[src/rtl/sipo_frame.sv]
// sipo_frame: framed serial-in/parallel-out deserializer for the UART receive path.
//
// Collects DW data bits (plus one optional parity bit) strobed in by i_ena/i_val,
// then presents the completed word through a holding register with a valid/ready
// handshake. A parity-error flag travels with the word; a sticky overrun flag
// records words dropped because the holding register was still occupied.
//
// Parameters
//   DW          data bits per frame (2..16)
//   PARITY_EN   1 = one parity bit follows the data bits
//   PARITY_ODD  0 = even parity, 1 = odd parity (ignored when PARITY_EN = 0)
//   MSB_FIRST   0 = first bit lands in o_data[0], 1 = first bit lands in o_data[DW-1]
//
// Ports
//   clk        clock, rising edge
//   rst        asynchronous reset, active low
//   i_clr      synchronous abort/clear, highest priority
//   i_ena      bit strobe; i_val is sampled when high
//   i_val      serial bit
//   i_ready    consumer accepts o_data when high together with o_valid
//   o_data     received word (holding register)
//   o_valid    holding register contains an unconsumed word
//   o_par_err  parity mismatch for the word in o_data
//   o_ovr      sticky overrun flag
//   o_busy     a frame is partially received
module sipo_frame #(
    parameter int unsigned DW         = 8,
    parameter int unsigned PARITY_EN  = 0,
    parameter int unsigned PARITY_ODD = 0,
    parameter int unsigned MSB_FIRST  = 0
) (
    input  logic          clk,
    input  logic          rst,
    input  logic          i_clr,
    input  logic          i_ena,
    input  logic          i_val,
    input  logic          i_ready,
    output logic [DW-1:0] o_data,
    output logic          o_valid,
    output logic          o_par_err,
    output logic          o_ovr,
    output logic          o_busy
);

    // Frame length in bits and the width needed to count 0..NB.
    localparam int unsigned NB = DW + PARITY_EN;
    localparam int unsigned CW = $clog2(NB + 1);

    localparam logic [CW-1:0] LastCnt = CW'(NB - 1);
    localparam logic [CW-1:0] DataCnt = CW'(DW);

    typedef enum logic [0:0] {
        StIdle,
        StShift
    } state_e;

    state_e          state_q, state_d;
    logic [CW-1:0]   cnt_q, cnt_d;
    logic [DW-1:0]   sr_q, sr_d;
    logic            acc_q, acc_d;
    logic [DW-1:0]   data_q, data_d;
    logic            valid_q, valid_d;
    logic            perr_q, perr_d;
    logic            ovr_q, ovr_d;

    // Datapath helpers
    logic            is_data_bit;
    logic            last_bit;
    logic            frame_done;
    logic            xfer;
    logic            acc_next;
    logic            par_err_new;
    logic [DW-1:0]   sr_shift;
    logic [DW-1:0]   word;

    // Bit-position decode and the candidate completed word.
    always_comb begin
        is_data_bit = (cnt_q < DataCnt);
        last_bit    = (cnt_q == LastCnt);
        frame_done  = i_ena && last_bit;
        xfer        = valid_q && i_ready;
        acc_next    = acc_q ^ i_val;

        if (MSB_FIRST != 0) begin
            sr_shift = {sr_q[DW-2:0], i_val};
        end else begin
            sr_shift = {i_val, sr_q[DW-1:1]};
        end

        // The parity bit never enters the data word; if the final bit is parity
        // the word is whatever the data bits already built up.
        word = is_data_bit ? sr_shift : sr_q;

        if (PARITY_EN != 0) begin
            par_err_new = acc_next ^ 1'(PARITY_ODD);
        end else begin
            par_err_new = 1'b0;
        end
    end

    // Frame FSM: IDLE while no bits of a frame have been taken, SHIFT otherwise.
    always_comb begin
        state_d = state_q;
        unique case (state_q)
            StIdle: begin
                if (i_ena) begin
                    state_d = StShift;
                end
            end
            StShift: begin
                if (frame_done) begin
                    state_d = StIdle;
                end
            end
            default: state_d = StIdle;
        endcase
        if (i_clr) begin
            state_d = StIdle;
        end
    end

    // Bit counter, shift register, accumulator and holding register.
    always_comb begin
        cnt_d   = cnt_q;
        sr_d    = sr_q;
        acc_d   = acc_q;
        data_d  = data_q;
        valid_d = valid_q;
        perr_d  = perr_q;
        ovr_d   = ovr_q;

        if (i_ena) begin
            if (is_data_bit) begin
                sr_d = sr_shift;
            end
            if (last_bit) begin
                cnt_d = '0;
                acc_d = 1'b0;
            end else begin
                cnt_d = cnt_q + CW'(1);
                acc_d = acc_next;
            end
        end

        if (frame_done) begin
            // A word accepted on the same edge frees the register for the new one.
            if (!valid_q || i_ready) begin
                data_d  = word;
                perr_d  = par_err_new;
                valid_d = 1'b1;
            end else begin
                ovr_d = 1'b1;
            end
        end else if (xfer) begin
            valid_d = 1'b0;
        end

        if (i_clr) begin
            cnt_d   = '0;
            sr_d    = '0;
            acc_d   = 1'b0;
            data_d  = '0;
            valid_d = 1'b0;
            perr_d  = 1'b0;
            ovr_d   = 1'b0;
        end
    end

    always_ff @(posedge clk or negedge rst) begin
        if (!rst) begin
            state_q <= StIdle;
            cnt_q   <= '0;
            sr_q    <= '0;
            acc_q   <= 1'b0;
            data_q  <= '0;
            valid_q <= 1'b0;
            perr_q  <= 1'b0;
            ovr_q   <= 1'b0;
        end else begin
            state_q <= state_d;
            cnt_q   <= cnt_d;
            sr_q    <= sr_d;
            acc_q   <= acc_d;
            data_q  <= data_d;
            valid_q <= valid_d;
            perr_q  <= perr_d;
            ovr_q   <= ovr_d;
        end
    end

    assign o_data    = data_q;
    assign o_valid   = valid_q;
    assign o_par_err = perr_q;
    assign o_ovr     = ovr_q;
    assign o_busy    = (cnt_q != '0);

endmodule

[config.mk]
export PLATFORM = sky130hd
export DESIGN_NAME = sipo_frame
export DESIGN_NICKNAME = d
export VERILOG_FILES = /design/src/rtl/sipo_frame.sv
export SDC_FILE = /design/constraint.sdc
export NUM_CORES = 1
export LEC_CHECK = 0
export BUFFER_PORTS_ARGS = -buffer_cell sky130_fd_sc_hd__buf_2
export CELL_PAD_IN_SITES_DETAIL_PLACEMENT = 0
export CELL_PAD_IN_SITES_GLOBAL_PLACEMENT = 2
export CORE_ASPECT_RATIO = 2
export CORE_UTILIZATION = 32
export CTS_BUF_LIST = sky130_fd_sc_hd__clkbuf_8
export CTS_CLUSTER_DIAMETER = 60
export DETAILED_ROUTE_END_ITERATION = 10
export PLACE_DENSITY = 0.82
export RECOVER_POWER = 25
export REMOVE_ABC_BUFFERS = 1
export SLEW_MARGIN = 20
export SYNTH_ARGS = -nofsm -noshare
export SYNTH_HDL_FRONTEND = slang
export SYNTH_SLANG_ARGS = --single-unit
[constraint.sdc]
create_clock -name clk -period 1.4 [get_ports clk]
set_input_delay 0.35 -clock clk [delete_from_list [all_inputs] [get_ports clk]]
set_output_delay 0.35 -clock clk [all_outputs]
set_load 0.1 [all_outputs]
======== Word level (Yosys, flattened, before mapping) ========
Index checks and enable logic that the tools add are counted.
cells by class
  add/subtract/negate cells ............... 1
  order comparisons ....................... 1
  equal/unequal tests ..................... 3
  multiplexer cells ....................... 19
  reduce and logical (&&, ||, !) cells .... 12
operator list
  kind                 count
  $mux 8               6
  $mux 4               3
  $mux 1               10
  $reduce_and 2->1     3
  $reduce_bool 2->1    3
  $add 4x1->4 const B  1
  $eq 4x3->1 const B   1
  $lt 4x4->1 const B   1
  $reduce_bool 4->1    1
  $ne 3x2->1 const B   1
  $reduce_bool 3->1    1
  $logic_and 1x1->1    2
  $ne 2x2->1 const B   1
  $logic_not 1->1      1
  $logic_or 1x1->1     1
word-level totals
  bits in registers ....................... 23
  input bits .............................. 6
  output and inout port bits .............. 12
  logic and storage cells ................. 42

======== Depth between registers and ports, before layout ========
Gate-level depths: netlist of run 1.
  word-level depth ........................ 5
  depth in mapped cells ................... 4
  depth with buffers taken out ............ 4

======== Worst setup path after synthesis of run 1 ========
Ideal clock, no wire load.
  path kind ............................... flip-flop to flip-flop
  start ................................... register valid_q, in the netlist o_valid
  end ..................................... register data_q[0], in the netlist o_data[0]
  data arrival time ....................... 1.652 ns
  setup slack ............................. -0.332 ns
  cell stages (with the launch flop) ...... 4
  clock period less this slack ............ 1.732 ns
  path through ............................ dfrtp_1 nor2b_1 nor3_4 mux2i_1
on the way
  cells in the longest elaborated chain, start to end .. 4
RTL lines
  what                         RTL line  text
  start, declared              62        logic valid_q, valid_d;
  start signal, assigned       185       valid_q <= valid_d;
  $logic_not 1->1              147       if (!valid_q || i_ready) begin
  $logic_or 1x1->1             147
  $reduce_bool 2->1 (no line)  n/a
  $reduce_and 2->1 (no line)   n/a
  end signal, assigned         184       data_q <= data_d;
  end, declared                61        logic [DW-1:0] data_q, data_d;
No other way between the ends.
A chain may end at the register's enable or synchronous reset.

======== Final worst setup path of run 1 ========
  start ................................... register cnt_q[2]
  end ..................................... output o_busy
on the way
  cells in the longest elaborated chain, start to end .. 1
RTL lines
  what                    RTL line  text
  start, declared         58        logic [CW-1:0] cnt_q, cnt_d;
  start signal, assigned  181       cnt_q <= cnt_d;
  $reduce_bool 4->1       195       assign o_busy = (cnt_q != '0);
  end, declared           42        output logic o_busy
No other way between the ends.

==> results of run 1 <==
power by group:
part,switching (mW),total [mW],internal [mW]
clock network,0.191,0.389,0.198
logic,0.104,0.176,0.0723
registers,0.00628,0.620,0.614
cells by family after synthesis:
group	after synthesis	synth area share
other	1	0.00374
adders and majority gates	2	0.0250
buffers and inverters	8	0.0412
muxes	9	0.0899
and+or+nand+nor	46	0.240
DFF	21	0.524
xor gates and xnor gates	1	0.00874
AOI/OAI and AO/OA	12	0.0674
stage by stage:
step	setup slack, ns	power [mW]
global placement	0.117	0.764
floorplan	-0.332	0.704
CTS	-0.0378	1.20
global route	-0.0863	1.24
detailed placement	0.0225	0.765
finish	-0.0358	1.19
sequential cells by signal, summed over array words and instances, names as in the netlist:
register	flops
o_data	8
cnt_q	4
sr_q	7
o_ovr	1
o_valid	1
placed cells by master (no fill, tap or decap), types with 3 or more instances in the layout:
cell / count
sky130_fd_sc_hd__buf_4: 12
sky130_fd_sc_hd__nor2_1: 4
sky130_fd_sc_hd__a21oi_1: 9
sky130_fd_sc_hd__buf_2: 4
sky130_fd_sc_hd__clkbuf_8: 3
sky130_fd_sc_hd__dfrtp_1: 19
sky130_fd_sc_hd__nand2_1: 16
sky130_fd_sc_hd__buf_12: 12
sky130_fd_sc_hd__nand2b_1: 18
sky130_fd_sc_hd__mux2i_1: 8
worst min path at each step:
stage	from	end	cells past startpoint
after global routing	i_val	sr_q[7]	3
after CTS	rst	o_ovr	1
after detailed placement	rst	o_ovr	1
after floorplan	rst	cnt_q[0]	0
after global placement	rst	o_valid	1
final	rst	cnt_q[1]	1
timing repair:
item / CTS / global route
endpoints found under the setup margin: 2 / 10
endpoints found under the hold margin: 0 / 0
resized for setup: 11 / 3
buffers inserted: 10 / 1
pin swaps: 1 / 3
layout make-up:
type                       count  share of cell area
sequential                    21               0.361
multi-input combinational     71               0.326
timing repair buffer          30               0.250
clock buffer                   3              0.0283
tap                           30              0.0257
inverter                       2             0.00514
clock inverter                 1             0.00342
layer usage:
layer | up-vias | GRT usage | wire length [um]
met4 | 0 | 0.0774 | 35
met3 | 4 | 0.0200 | 29
li1 | 375 | - | -
met2 | 10 | 0.269 | 1290
met1 | 360 | 0.148 | 763
met5 | - | 0 | 0
critical path, delay by kind of cell (launching register included):
| kind | cells | cell delay (ns) |
|---|---|---|
| flops | 1 | 0.43 |
| buf+inv | 1 | 0.16 |
| simple gates | 2 | 0.23 |
==> metrics.txt, run 1 <==
headroom to the max-slew limit 0.236; f_max 696 MHz; Layout Skew 0.00503 ns; Hold Path Class in -> async; number of global-route vias before repair 811; number of rows in the core area 28; most instantiated flip-flop cell in the synthesis netlist sky130_fd_sc_hd__dfrtp_1; number of buffers created by CTS 3; largest fanout of any net on the critical path 2; CP arrival 1.09 ns; result of the run finished, violations left; CP endpoint o_busy; FF-to-FF setup slack 0.05 ns; Worst Tran Pin Value 1.15 ns; sort of element at the start of the critical path flip-flop; most numerous cell types in the synthesized netlist sky130_fd_sc_hd__dfrtp_1, sky130_fd_sc_hd__nand2_1, sky130_fd_sc_hd__nand2b_1; Total Nets Final 137; number of antenna violations at the first check in global routing 0; overall die height 81.1 um; Hold Worst Slack 0.291 ns; cell count after placement 144; Avg Synthesized Cell Area 10.0 sq um; clock tree from TritonCTS done; number of hold-slack violations in the final timing report 0; Cell Area, Placed 1290 sq um; unrepaired setup endpoints after global routing yes; area enclosed by the die boundary 3370 sq um; area of all placed cells without fillers 1460 sq um; DRC violation total after the first TritonRoute iteration 12; area occupied by registers 528 sq um; post-route fraction of the period consumed by the critical path 1.03; GRT Util Overall 0.143; cell area after synthesis 1000 sq um; cells along the critical path nor2_2, nand2_4, buf_12; Placeable Area 2980 sq um; top cells by area, synth sky130_fd_sc_hd__dfrtp_1, sky130_fd_sc_hd__nand2b_1, sky130_fd_sc_hd__mux2i_1; crit path capture type output port; final RePlAce weighted congestion 0.673; first-pass GRT wire length 3630 um; clk sinks 21; horizontal extent of the die 41.6 um; Synth async-reset ratio 1.00; # port buffers 16; library cell with the largest summed area after synthesis sky130_fd_sc_hd__dfrtp_1; final core occ 0.491; drt via density 4.74; fin cells 158; area of the multi-input gates 477 sq um; drt total wl 2120 um; total negative slack -0.0358 ns; layout cells sized above 1 0.344; final setup violation count 1; longest individual stage delay on the worst path 0.43 ns; number of cell instances on the worst register-to-register path 4; Root Buffer sky130_fd_sc_hd__clkbuf_8; WL per Instance 13.4 um; synthesis-to-finish area growth 45.8%; final-layout fill cell count 260; number of design rule violations left after detail routing 0; PnR worst setup slack -0.0358 ns; timing startpoint of the critical path cnt_q[2]; Boundary Pins 18; violated checks negative setup slack; Synth top area share 0.524; library cell contributing the largest single delay on the critical path sky130_fd_sc_hd__dfrtp_2; reg-to-reg critical path startpoint cnt_q[3]; clock network latency to the later pin of the worst-skew pair 0.26 ns; hold-fix buffer count after cts 0; DRT Pass-1 Iters 3; peak supply drop 0.000684 V; total inserted antenna cells 0; required time of the critical path 1.05 ns; number of vias in the routed layout 749; type of the worst setup path reg -> out; placed wire-length estimate after detailed placement 1390 um; number of enable flip-flop cells after synthesis 0; count of unique library cells instantiated by Yosys 20; level count of the clock H-tree 1; total of max-cap violations 0; synthesis warning total 0; clock edge transition at the registers on the reported setup and hold paths 0.08 ns; part of the Yosys area used for sequential elements 0.524; Crit Reg-Reg Endpoint o_data[4]; antenna violation net count after detailed routing 0; pin count of the biggest net entering global routing 30; final count of pins violating max slew 0; starting utilization of the core area 0.337; flop and latch count out of synthesis 21; maximum buffer depth of the clock tree 2; post-layout minimum cycle time 1.44 ns; dominant cell by count in the synthesized netlist sky130_fd_sc_hd__dfrtp_1; static leakage power 0.613 nW; Post-Syn Instances 100; Congestion Overflow GR 0; power density normalized to cell area 811 nW/um^2
Power figures use the tool's default switching activity.
==> run 2, diff against run 1 <==
--- a/config.mk
+++ b/config.mk
@@ -9,6 +9,7 @@
 export CELL_PAD_IN_SITES_DETAIL_PLACEMENT = 0
 export CELL_PAD_IN_SITES_GLOBAL_PLACEMENT = 2
 export CORE_ASPECT_RATIO = 2
+export CORE_MARGIN = 2
 export CORE_UTILIZATION = 32
 export CTS_BUF_LIST = sky130_fd_sc_hd__clkbuf_8
 export CTS_CLUSTER_DIAMETER = 60
==> metrics.txt, run 2 (synthesized netlist as in run 1, its figures left out) <==
maximum buffer depth of the clock tree 2 (unchanged); Crit Reg-Reg Endpoint o_data[1]; headroom to the max-slew limit 0.225 (-0.0114); proportion of power drawn by combinational gates 0.148 (about the same); clk sinks 21 (unchanged); proportion of power drawn by the clock network 0.325 (-0.003); sort of element at the start of the critical path flip-flop; starting utilization of the core area 0.337 (unchanged); CP endpoint o_busy; pin count of the biggest net entering global routing 30 (unchanged); Placeable Area 2980 sq um (unchanged); final count of pins violating max slew 0 (unchanged); final RePlAce weighted congestion 0.687 (+2.1%); number of vias in the routed layout 764 (+2.0%); clock tree from TritonCTS done; most frequent standard cell in the layout excluding fill and tap cells sky130_fd_sc_hd__dfrtp_1; cell count after placement 145 (+0.69%); top library cells by usage in the layout, fill and taps aside sky130_fd_sc_hd__dfrtp_1, sky130_fd_sc_hd__nand2b_1, sky130_fd_sc_hd__nand2_1; level count of the clock H-tree 1 (unchanged); FF-to-FF setup slack 0.02 ns (-0.03 ns); library cell contributing the largest single delay on the critical path sky130_fd_sc_hd__dfrtp_1; CP arrival 1.11 ns (+0.02 ns); antenna violation net count after detailed routing 0 (unchanged); layout cells sized above 1 0.313 (-0.0313); Root Buffer sky130_fd_sc_hd__clkbuf_8; DRC violation total after the first TritonRoute iteration 25 (+13); fin cells 158 (unchanged); # port buffers 16 (unchanged); f_max 684 MHz (-1.8%); horizontal extent of the die 43.6 um (+4.8%); switching part of the total power 0.252 (-0.00266); type of the worst setup path reg -> out; cells along the critical path inv_2, ha_4, nand2_4, buf_12; max FFs per register 8 (unchanged); GRT Util Overall 0.142 (-0.000608); peak supply drop 0.000603 V (-12%); Layout Skew 0.00331 ns (-0.00172 ns); number of rows in the core area 28 (unchanged); result of the run finished, violations left; Total Nets Final 137 (unchanged); timing startpoint of the critical path cnt_q[0]; overall die height 83.1 um (+2.5%); number of design rule violations left after detail routing 0 (unchanged); number of antenna violations at the first check in global routing 0 (unchanged); area enclosed by the die boundary 3620 sq um (+7.4%); PnR worst setup slack -0.0618 ns (-0.0260 ns); number of cell instances on the worst register-to-register path 6 (+2); sw power 296 uW (-1.9%); unrepaired setup endpoints after global routing yes; Worst Tran Pin Value 1.16 ns (+0.0171 ns); crit path capture type output port; DRT Pass-1 Iters 4 (+1); placed wire-length estimate after detailed placement 1490 um (+7.0%); first-pass GRT wire length 3970 um (+9.3%); Boundary Pins 18 (unchanged); number of buffers created by CTS 3 (unchanged); total of max-cap violations 0 (unchanged); reg-to-reg critical path startpoint cnt_q[0]; pre-CTS setup slack -0.00946 ns (-0.0320 ns); share of power burned in registers 0.527 (+0.004); clock network latency to the later pin of the worst-skew pair 0.26 ns (about the same); drt total wl 2130 um (+0.66%); Congestion Overflow GR 0 (unchanged); post-layout minimum cycle time 1.46 ns (+0.0260 ns); total inserted antenna cells 0 (unchanged); number of global-route vias before repair 868 (+7.0%); Hold Worst Slack 0.298 ns (+0.00743 ns); violated checks negative setup slack; final setup violation count 1 (unchanged); Hold Path Class in -> async; WL per Instance 13.5 um (+0.66%); number of hold-slack violations in the final timing report 0 (unchanged); static leakage power 0.614 nW (+0.24%); largest fanout of any net on the critical path 3 (+1); drt via density 4.84 (+2.0%); clock edge transition at the registers on the reported setup and hold paths 0.07 ns (about the same); synthesis-to-finish area growth 45.2%; internal power of the cells 880 uW (-0.50%); required time of the critical path 1.05 ns (about the same); post-route fraction of the period consumed by the critical path 1.04 (+0.0186); power density normalized to cell area 808 nW/um^2 (-0.43%); longest individual stage delay on the worst path 0.41 ns (-0.02 ns)
run 2: critical path, delay by kind of cell (launching register included):
kind / cells / cell delay (ns)
flip-flops: 1 / 0.41
buffers and inverters: 2 / 0.26
adder cells (fa/ha/maj): 1 / 0.14
AND/OR/NAND/NOR: 1 / 0.05
run 2: layer usage:
metal  up-vias  part of all wire  global-route usage
li1        376                 -                   -
met4         0             0.030              0.0771
met3         6             0.025              0.0196
met5         -                 0                   0
met2        22              0.58               0.243
met1       360              0.36               0.160
run 2: how the worst min path moves through the flow:
stage,end,slack (ns)
after CTS,o_data[3],0.06
after floorplan,cnt_q[0],0.05
after global routing,sr_q[7],0.35
after global placement,o_ovr,0.33
after detailed placement,o_ovr,0.35
final,o_ovr,0.30
run 2: area by class of cell:
| class | instances | area, sq um |
|---|---|---|
| clock buffers | 3 | 41.3 |
| clock inverters | 1 | 3.75 |
| flip-flops and latches | 21 | 527 |
| inverters | 2 | 7.51 |
| well taps | 30 | 37.5 |
| multi-input cells | 71 | 473 |
| fillers | 273 | 1520 |
| repair buffers | 30 | 365 |
run 2: timing repair:
| item | in CTS | in global routing |
|---|---|---|
| hold buffers | 0 | 0 |
| endpoints found under the setup margin | 2 | 10 |
| resized for setup | 10 | 1 |
| pin swaps | 2 | 2 |
| endpoints found under the hold margin | 0 | 0 |
| buffers inserted | 10 | 0 |
run 2: through the flow:
stage	util	total power, mW	setup TNS [ns]	area [sq um]
floorplan	-	0.704	-3.13	968
global placement	0.437	0.765	0	1300
detailed placement	0.437	0.767	-0.00946	1300
CTS	0.490	1.20	-0.101	1460
global route	0.489	1.24	-0.264	1460
finish	0.489	1.18	-0.0618	1460
run 2: power groups by stage:
| stage | Sequential [mW] | Combinational [mW] | Clock, mW |
|---|---|---|---|
| 6_report | 0.620 | 0.174 | 0.382 |
| 5_1_grt | 0.620 | 0.189 | 0.427 |
| 4_1_cts | 0.619 | 0.176 | 0.408 |
| 3_5_place_dp | 0.633 | 0.135 | 0 |
| 3_3_place_gp | 0.632 | 0.133 | 0 |
| 2_1_floorplan | 0.631 | 0.0722 | 0 |
